## src/rtl/sdr_toggle_arbiter_if.sv

```systemverilog
// Memory-side bus between the toggle arbiter and the SDRAM controller:
// a valid/ready command channel plus a read-data beat channel.
interface sdr_toggle_arbiter_if #(
  parameter int ADDR_W = 26
);
  logic [ADDR_W:1] mem_addr;
  logic [15:0]     mem_wdata;
  logic [1:0]      mem_be;
  logic            mem_we;
  logic            mem_burst2;
  logic            mem_cmd_valid;
  logic            mem_cmd_ready;
  logic [15:0]     mem_rdata;
  logic            mem_rvalid;

  // Arbiter side: issues commands, consumes read beats.
  modport master (
    output mem_addr,
    output mem_wdata,
    output mem_be,
    output mem_we,
    output mem_burst2,
    output mem_cmd_valid,
    input  mem_cmd_ready,
    input  mem_rdata,
    input  mem_rvalid
  );

  // Memory controller side: accepts commands, returns read beats.
  modport slave (
    input  mem_addr,
    input  mem_wdata,
    input  mem_be,
    input  mem_we,
    input  mem_burst2,
    input  mem_cmd_valid,
    output mem_cmd_ready,
    output mem_rdata,
    output mem_rvalid
  );
endinterface

```

## src/rtl/sdr_toggle_arbiter.sv

```systemverilog
// Two-client toggle-handshake arbiter in front of a single SDRAM command port.
// CPU issues 16-bit reads/writes; the tile fetcher (SCN) issues 32-bit reads
// as a two-beat burst. One command in flight; round robin when both pend.
module sdr_toggle_arbiter #(
  parameter int ADDR_W = 26
) (
  input  logic                 clk,
  input  logic                 reset,
  input  logic [ADDR_W:1]      sdr_cpu_addr,
  input  logic [15:0]          sdr_cpu_data,
  input  logic [1:0]           sdr_cpu_be,
  input  logic                 sdr_cpu_rw,
  input  logic                 sdr_cpu_req,
  output logic                 sdr_cpu_ack,
  output logic [15:0]          sdr_cpu_q,
  input  logic [ADDR_W:1]      sdr_scn_main_addr,
  input  logic                 sdr_scn_main_req,
  output logic                 sdr_scn_main_ack,
  output logic [31:0]          sdr_scn_main_q,
  sdr_toggle_arbiter_if.master mem
);

  typedef enum logic [1:0] {
    IDLE  = 2'd0,
    CMD   = 2'd1,
    RDATA = 2'd2
  } state_t;

  state_t          state_reg, state_next;
  logic            grant_scn_reg, grant_scn_next;  // port currently being served
  logic            last_scn_reg, last_scn_next;    // port granted most recently
  logic [ADDR_W:1] addr_reg, addr_next;
  logic [15:0]     wdata_reg, wdata_next;
  logic [1:0]      be_reg, be_next;
  logic            we_reg, we_next;
  logic            burst2_reg, burst2_next;
  logic            beat_reg, beat_next;
  logic            cpu_ack_reg, cpu_ack_next;
  logic            scn_ack_reg, scn_ack_next;
  logic [15:0]     cpu_q_reg, cpu_q_next;
  logic [31:0]     scn_q_reg, scn_q_next;

  logic cpu_pending;
  logic scn_pending;

  assign cpu_pending = sdr_cpu_req ^ cpu_ack_reg;
  assign scn_pending = sdr_scn_main_req ^ scn_ack_reg;

  // Grant selection, command handshake and read-beat collection.
  always_comb begin
    state_next     = state_reg;
    grant_scn_next = grant_scn_reg;
    last_scn_next  = last_scn_reg;
    addr_next      = addr_reg;
    wdata_next     = wdata_reg;
    be_next        = be_reg;
    we_next        = we_reg;
    burst2_next    = burst2_reg;
    beat_next      = beat_reg;
    cpu_ack_next   = cpu_ack_reg;
    scn_ack_next   = scn_ack_reg;
    cpu_q_next     = cpu_q_reg;
    scn_q_next     = scn_q_reg;

    case (state_reg)
      IDLE: begin
        // CPU wins when alone, or when both pend and SCN had the last turn.
        if (cpu_pending && (!scn_pending || last_scn_reg)) begin
          addr_next      = sdr_cpu_addr;
          wdata_next     = sdr_cpu_data;
          be_next        = sdr_cpu_be;
          we_next        = ~sdr_cpu_rw;
          burst2_next    = 1'b0;
          grant_scn_next = 1'b0;
          last_scn_next  = 1'b0;
          state_next     = CMD;
        end else if (scn_pending) begin
          addr_next      = sdr_scn_main_addr;
          wdata_next     = 16'h0000;
          be_next        = 2'b11;
          we_next        = 1'b0;
          burst2_next    = 1'b1;
          grant_scn_next = 1'b1;
          last_scn_next  = 1'b1;
          state_next     = CMD;
        end
      end

      CMD: begin
        if (mem.mem_cmd_ready) begin
          if (we_reg) begin
            // Only CPU can write; a write is complete once accepted.
            cpu_ack_next = ~cpu_ack_reg;
            state_next   = IDLE;
          end else begin
            beat_next  = 1'b0;
            state_next = RDATA;
          end
        end
      end

      RDATA: begin
        if (mem.mem_rvalid) begin
          if (!grant_scn_reg) begin
            cpu_q_next   = mem.mem_rdata;
            cpu_ack_next = ~cpu_ack_reg;
            state_next   = IDLE;
          end else if (!beat_reg) begin
            scn_q_next[15:0] = mem.mem_rdata;
            beat_next        = 1'b1;
          end else begin
            scn_q_next[31:16] = mem.mem_rdata;
            scn_ack_next      = ~scn_ack_reg;
            beat_next         = 1'b0;
            state_next        = IDLE;
          end
        end
      end

      default: state_next = IDLE;
    endcase
  end

  // State and datapath registers; reset abandons any in-flight command.
  always_ff @(posedge clk) begin
    if (reset) begin
      state_reg     <= IDLE;
      grant_scn_reg <= 1'b0;
      last_scn_reg  <= 1'b1;
      addr_reg      <= '0;
      wdata_reg     <= 16'h0000;
      be_reg        <= 2'b00;
      we_reg        <= 1'b0;
      burst2_reg    <= 1'b0;
      beat_reg      <= 1'b0;
      cpu_ack_reg   <= 1'b0;
      scn_ack_reg   <= 1'b0;
      cpu_q_reg     <= 16'h0000;
      scn_q_reg     <= 32'h0000_0000;
    end else begin
      state_reg     <= state_next;
      grant_scn_reg <= grant_scn_next;
      last_scn_reg  <= last_scn_next;
      addr_reg      <= addr_next;
      wdata_reg     <= wdata_next;
      be_reg        <= be_next;
      we_reg        <= we_next;
      burst2_reg    <= burst2_next;
      beat_reg      <= beat_next;
      cpu_ack_reg   <= cpu_ack_next;
      scn_ack_reg   <= scn_ack_next;
      cpu_q_reg     <= cpu_q_next;
      scn_q_reg     <= scn_q_next;
    end
  end

  assign mem.mem_addr      = addr_reg;
  assign mem.mem_wdata     = wdata_reg;
  assign mem.mem_be        = be_reg;
  assign mem.mem_we        = we_reg;
  assign mem.mem_burst2    = burst2_reg;
  assign mem.mem_cmd_valid = (state_reg == CMD);

  assign sdr_cpu_ack      = cpu_ack_reg;
  assign sdr_cpu_q        = cpu_q_reg;
  assign sdr_scn_main_ack = scn_ack_reg;
  assign sdr_scn_main_q   = scn_q_reg;

endmodule

```

## src/flat_wrapper.sv

```systemverilog
// flat-port wrapper written by rule: the top's interface ports become plain ports
module sdr_toggle_arbiter_flat 
#(
  parameter int ADDR_W = 26
)
  (clk, reset, sdr_cpu_addr, sdr_cpu_data, sdr_cpu_be, sdr_cpu_rw, sdr_cpu_req, sdr_cpu_ack, sdr_cpu_q, sdr_scn_main_addr, sdr_scn_main_req, sdr_scn_main_ack, sdr_scn_main_q, mem_mem_addr, mem_mem_wdata, mem_mem_be, mem_mem_we, mem_mem_burst2, mem_mem_cmd_valid, mem_mem_cmd_ready, mem_mem_rdata, mem_mem_rvalid);
  sdr_toggle_arbiter_if #(.ADDR_W(ADDR_W)) mem_i ();
  input  logic clk;
  input  logic reset;
  input  logic [ADDR_W:1] sdr_cpu_addr;
  input  logic [15:0] sdr_cpu_data;
  input  logic [1:0] sdr_cpu_be;
  input  logic sdr_cpu_rw;
  input  logic sdr_cpu_req;
  output logic sdr_cpu_ack;
  output logic [15:0] sdr_cpu_q;
  input  logic [ADDR_W:1] sdr_scn_main_addr;
  input  logic sdr_scn_main_req;
  output logic sdr_scn_main_ack;
  output logic [31:0] sdr_scn_main_q;
  output wire logic [$bits(mem_i.mem_addr)-1:0] mem_mem_addr;
  output wire logic [$bits(mem_i.mem_wdata)-1:0] mem_mem_wdata;
  output wire logic [$bits(mem_i.mem_be)-1:0] mem_mem_be;
  output wire logic [$bits(mem_i.mem_we)-1:0] mem_mem_we;
  output wire logic [$bits(mem_i.mem_burst2)-1:0] mem_mem_burst2;
  output wire logic [$bits(mem_i.mem_cmd_valid)-1:0] mem_mem_cmd_valid;
  input wire logic [$bits(mem_i.mem_cmd_ready)-1:0] mem_mem_cmd_ready;
  input wire logic [$bits(mem_i.mem_rdata)-1:0] mem_mem_rdata;
  input wire logic [$bits(mem_i.mem_rvalid)-1:0] mem_mem_rvalid;
  assign mem_mem_addr = mem_i.mem_addr;
  assign mem_mem_wdata = mem_i.mem_wdata;
  assign mem_mem_be = mem_i.mem_be;
  assign mem_mem_we = mem_i.mem_we;
  assign mem_mem_burst2 = mem_i.mem_burst2;
  assign mem_mem_cmd_valid = mem_i.mem_cmd_valid;
  assign mem_i.mem_cmd_ready = mem_mem_cmd_ready;
  assign mem_i.mem_rdata = mem_mem_rdata;
  assign mem_i.mem_rvalid = mem_mem_rvalid;
  sdr_toggle_arbiter #(.ADDR_W(ADDR_W)) u_core (.clk(clk), .reset(reset), .sdr_cpu_addr(sdr_cpu_addr), .sdr_cpu_data(sdr_cpu_data), .sdr_cpu_be(sdr_cpu_be), .sdr_cpu_rw(sdr_cpu_rw), .sdr_cpu_req(sdr_cpu_req), .sdr_cpu_ack(sdr_cpu_ack), .sdr_cpu_q(sdr_cpu_q), .sdr_scn_main_addr(sdr_scn_main_addr), .sdr_scn_main_req(sdr_scn_main_req), .sdr_scn_main_ack(sdr_scn_main_ack), .sdr_scn_main_q(sdr_scn_main_q), .mem(mem_i));
endmodule
```

## config.mk

```make
export PLATFORM = sky130hd
export DESIGN_NAME = sdr_toggle_arbiter_flat
export DESIGN_NICKNAME = d
export VERILOG_FILES = /design/src/rtl/sdr_toggle_arbiter_if.sv /design/src/rtl/sdr_toggle_arbiter.sv /design/src/flat_wrapper.sv
export SDC_FILE = /design/constraint.sdc
export NUM_CORES = 1
export LEC_CHECK = 0
export CELL_PAD_IN_SITES_DETAIL_PLACEMENT = 1
export CELL_PAD_IN_SITES_GLOBAL_PLACEMENT = 2
export CORE_ASPECT_RATIO = 1.1
export CORE_MARGIN = 2
export CORE_UTILIZATION = 24
export CTS_CLUSTER_SIZE = 20
export DETAILED_ROUTE_END_ITERATION = 10
export MAX_ROUTING_LAYER = met4
export PLACE_DENSITY = 0.82
export SLEW_MARGIN = 20
export SYNTH_ARGS = -nofsm -noshare
export SYNTH_HDL_FRONTEND = slang
export SYNTH_SLANG_ARGS = --single-unit
```

## constraint.sdc

```tcl
create_clock -name clk -period 2.44 [get_ports clk]
set_input_delay 0.488 -clock clk [delete_from_list [all_inputs] [get_ports clk]]
set_output_delay 0.488 -clock clk [all_outputs]
set_load 0.01 [all_outputs]
```

==> flow_summary.yaml, run 1 <==
outcome:
  status: "completed"
synth:
  yosys.area_share.xor_xnor_pct: 1.61
  synth_edf_count: 0
  synth_top_family_by_area: "compound AO/OA/AOI/OAI gates"
  ys_top_cells_by_area: "dfxtp_1, nand2_1, a221o_1"
  synth_cell_types: 35
  synth_compound_area_share_pct: 20.1
  syn_area_um2: 3660
  synth_top_area_share_pct: 54.6
  yosysTopAreaCell: "dfxtp_1"
  yosys_warnings: 0
  synthTopCellsByCount: "dfxtp_1, nand2_1, a21oi_1, a221o_1, and2_1"
  synthMuxAreaShare_pct: 0
  synth_cells: 386
  yosysSeqAreaShare_pct: 54.6
  synth_seq_cells: 100
  ys.flop_type: "dfxtp_1"
  synth_most_common_cell: "dfxtp_1"
  avgSynthCellArea_um2: 9.49
  syn_nets: 479
  synthAdderAreaFrac_pct: 0
  async_flop_share_pct: 0
  yosys.area_share.simple_pct: 19.2
worst_setup_path:
  r2r_cells: 4
  endpoint_kind: "flop"
  cp_num_buf_inv: 1
  crit_arrival_ps: 2490
  path_cells: "clkdlybuf4s50_1, xnor2_2, a21oi_4, nor2_4, a221o_1"
  critPathMaxStageDelay_ps: 790
  start_kind: "input pin"
  required_ps: 2720
  critPathMaxFanout: 43
  slowest_stage: "nor2_4"
  critPathKind: "input pin to flop"
  r2r_setup_slack_ps: 360
  critical-path-top-delay-family: "simple AND/OR/NAND/NOR gates"
  path_depth: 5
routing:
  dr.first_iter.drc_count: 161
  drcViolationCount: 0
  wire_per_inst_um: 15.6
  first_pass_iters: 4
  viasPerCell: 4.54
  vias: 3485
  drt_wl_total_um: 12000
  ant_nets: 0
clocking:
  cts_hold_buf: 0
  cts_tree: "yes"
  clk_latency_ps: 340
  cts.sinks: 100
  clk_pin_slew_worst_paths_ps: 70
  htreeDepth: 3
  cts_inserted_buffers: 9
  clk_path_buf_depth: 2
  cts_root_buffer: "clkbuf_16"
  post_cts_buffers: 0
  cts_resized: 0
cells_and_area:
  drive_gt1_share_pct: 7.01
  multi_input_area_um2: 1520
  syn2layout_area_growth_pct: 64.6
  layout.nets: 660
  largest_reg_flops: 32
  seq_area_um2: 2000
  fin_util_pct: 40.2
  fill_cells: 1705
sta:
  clock.fmax_mhz: 453
  rsz0062_at_grt: "no"
  clock_skew_ps: 10.7
  slew_viol_final: 0
  finalCritPeriodShare_pct: 90.5
  hold_viol_final: 0
  finalSetupViolations: 0
  whs_ps: 455
  layout_min_cycle_time_ps: 2210
  setup-tns-final_ps: 0
  worstMarginPinSlew_ps: 1040
  relSlewSlack_pct: 30.5
die:
  start_util_pct: 24.4
  die-area_um2: 16300
  die_w_um: 122
  core_um2: 15000
  fp.dieH_um: 134
  fp-row-count: 47
  num_io_pins: 190
pwr:
  cellLeakagePower_uw: 0.00211
  totalPowerFinal_uw: 4240
  ir_drop_uv: 303
  powerDensity_nw_per_um2: 703
placed_design:
  gp_congestion: 0.722
  io_buffers: 189
  dp.final_hpwl_um: 8880
global_route:
  grt_pass1_wl_um: 18600
  grt_max_degree: 58
  antenna_found_initial: 1
  grt_overflow: 0
  track_usage_pct: 15.0
  grt_pass1_vias: 3622
worst_hold_path:
  hold_depth: 2
  hp-class: "flop to flop"
run:
  cap_viol_max_count: 0
## cell families (layout without fill, tap and decap cells)
kind of cell | count (synthesis) | after routing
other cells | 0 | 1
simple gates | 152 | 152
buf+inv | 30 | 215
compound gates | 99 | 99
flops | 100 | 100
xor+xnor | 5 | 5
## worst register-to-register path, delay by kind of cell (launching register included)
family | cells | cell delay (ps)
AO/OA/AOI/OAI | 2 | 390
flip-flops | 1 | 450
AND/OR/NAND/NOR | 2 | 1180
## power by group
group / switching [µW] / internal, µW / total [µW]
logic: 387 / 530 / 917
registers: 101 / 1780 / 1880
clock network: 642 / 794 / 1440
## final timing paths
kind,from,end
worst min-delay path,u_core.sdr_cpu_q[6],u_core.sdr_cpu_q[6]
worst max register to register,u_core.state_reg[0],u_core.mem.mem_addr[13]
worst max-delay path,sdr_scn_main_req,u_core.mem.mem_addr[13]
worst min register to register,u_core.sdr_cpu_q[6],u_core.sdr_cpu_q[6]
## cell type report
type | count | area share [%]
well taps | 196 | 4.07
clock buffers | 10 | 3.80
flip-flops and latches | 100 | 33.2
diodes | 1 | 0.0415
multi-input cells | 256 | 25.1
repair buffers | 198 | 32.6
inverters | 2 | 0.124
clock inverters | 5 | 1.02
## per-layer routing
layer / wire length, µm / vias up / track usage [%]
li1: - / 1690 / -
met3: 928 / 7 / 4.45
met4: 116 / 0 / 4.15
met2: 5750 / 138 / 24.9
met5: 0 / - / -
met1: 5220 / 1650 / 17.6
## per-stage QoR
| step | cells | instance area [µm²] | setup WS [ps] |
|---|---|---|---|
| finish | 768 | 6030 | 231 |
| global placement | 751 | 5730 | -258 |
| CTS | 767 | 6030 | 177 |
| detailed placement | 752 | 5740 | -181 |
| global route | 768 | 6030 | 73.9 |
| floorplan | 386 | 3660 | 877 |
## cells in the final DEF, fill, tap and decap left out, types with 2 or more instances in the layout
cell type        netlist  layout
and2_2                 6       6
a21oi_1               50      50
o32ai_1                2       2
clkinvlp_4             0       3
inv_1                  2       2
nand2_1               97      97
clkdlybuf4s50_1        0     188
clkbuf_16              0       9
and2_1                20      20
xnor2_1                2       2
a22o_1                17      17
buf_4                  1       8
dfxtp_1              100     100
nor2_1                11      11
nand2b_1               3       3
nor3_1                 4       4
nor2b_1                2       2
a221o_1               26      26
Power figures use the tool's default switching activity.
==> run 2: changes to the inputs <==
Settings changed: CORE_UTILIZATION 24 to 22, PLACE_DENSITY 0.82 to 0.76.
Clock period 2.44 ns to 2.45 ns, I/O delays scaled along.
==> flow_summary.yaml, run 2 (synthesis results as in run 1) <==
sta:
  slew_viol_final: 0
  whs_ps: 456
  rsz0062_at_grt: "no"
  finalCritPeriodShare_pct: 85.3
  hold_viol_final: 0
  worstMarginPinSlew_ps: 706
  layout_min_cycle_time_ps: 2090
  clock_skew_ps: 13.6
  relSlewSlack_pct: 52.9
  finalSetupViolations: 0
  clock.fmax_mhz: 478
clocking:
  clk_path_buf_depth: 2
  cts_hold_buf: 0
  cts.sinks: 100
  clk_pin_slew_worst_paths_ps: 70
  post_cts_buffers: 0
  cts_inserted_buffers: 9
  clk_latency_ps: 350
  htreeDepth: 3
  cts_resized: 0
  cts_root_buffer: "clkbuf_16"
  cts_tree: "yes"
worst_setup_path:
  endpoint_kind: "output port"
  path_cells: "nor2b_1, clkdlybuf4s50_1"
  start_kind: "flop"
  critPathKind: "flop to output port"
  slowest_stage: "clkdlybuf4s50_1"
  required_ps: 1960
  crit_arrival_ps: 1600
  critPathMaxFanout: 6
  critPathMaxStageDelay_ps: 590
placed_design:
  gp_congestion: 0.738
  dp.final_hpwl_um: 9380
  io_buffers: 189
run:
  cap_viol_max_count: 0
pwr:
  ir_drop_uv: 308
  powerDensity_nw_per_um2: 710
  cellLeakagePower_uw: 0.00216
die:
  fp.dieH_um: 139
  core_um2: 16300
  fp-row-count: 49
  num_io_pins: 190
  start_util_pct: 22.5
  die-area_um2: 17700
  die_w_um: 127
routing:
  first_pass_iters: 4
  drcViolationCount: 0
  vias: 3503
  dr.first_iter.drc_count: 98
  ant_nets: 0
  drt_wl_total_um: 12300
  viasPerCell: 4.50
  wire_per_inst_um: 15.7
global_route:
  grt_max_degree: 55
  grt_overflow: 0
  antenna_found_initial: 0
  grt_pass1_wl_um: 19600
  track_usage_pct: 14.5
  grt_pass1_vias: 3714
cells_and_area:
  antenna_cells: 0
  final_common_cell: "clkdlybuf4s50_1"
  layout.nets: 663
  fin_util_pct: 37.5
  drive_gt1_share_pct: 7.65
  syn2layout_area_growth_pct: 67.0
  largest_reg_flops: 32
  layout_common_cells: "clkdlybuf4s50_1, dfxtp_1, nand2_1"
worst_hold_path:
  hp-class: "flop to flop"
outcome:
  status: "completed"
[run 2: layer usage]
metal	wire length (µm)	vias to the layer above	GRT usage (%)	share of wire (%)
met5	0	-	-	0
met4	180	0	5.03	1.5
met3	1040	15	5.00	8.5
met2	5980	138	23.7	49
met1	5050	1656	16.6	41
li1	-	1694	-	-
[run 2: worst paths after layout]
check / from / cells past startpoint / slack, ps / to
worst max register to register: u_core.state_reg[1] / 5 / 540 / u_core.mem.mem_addr[22]
worst max-delay path: u_core.state_reg[0] / 2 / 360 / mem_mem_cmd_valid
worst min register to register: u_core.sdr_cpu_q[15] / 2 / 460 / u_core.sdr_cpu_q[15]
worst min-delay path: u_core.sdr_cpu_q[15] / 2 / 460 / u_core.sdr_cpu_q[15]
[run 2: layout make-up]
type,count,area [µm²]
multi-input cells,256,1520
flip-flops and latches,100,2000
repair buffers,201,2020
well taps,204,255
inverters,2,7.51
clock inverters,6,88.8
clock buffers,10,229
fillers,1860,10200
[run 2: power breakdown]
group | switching, µW | internal (µW)
clock | 637 | 896
combinational | 389 | 539
sequential | 104 | 1780
total | 1130 | 3210
[run 2: worst max-delay path: cells and delay by family, from the launching register on]
family / cells / cell delay, ps
buf+inv: 1 / 590
flops: 1 / 430
simple gates: 1 / 250
[run 2: through the flow]
| step | cells | total power, µW | TNS [ps] | worst slack (ps) | instance area [µm²] |
|---|---|---|---|---|---|
| 2_1_floorplan | 386 | 2300 | 0 | 885 | 3660 |
| 3_3_place_gp | 762 | 2840 | -4770 | -224 | 5790 |
| 3_5_place_dp | 763 | 2860 | -86.0 | -31.8 | 5800 |
| 4_1_cts | 779 | 4420 | 0 | 303 | 6120 |
| 5_1_grt | 779 | 4550 | 0 | 209 | 6120 |
| 6_report | 779 | 4340 | 0 | 359 | 6120 |
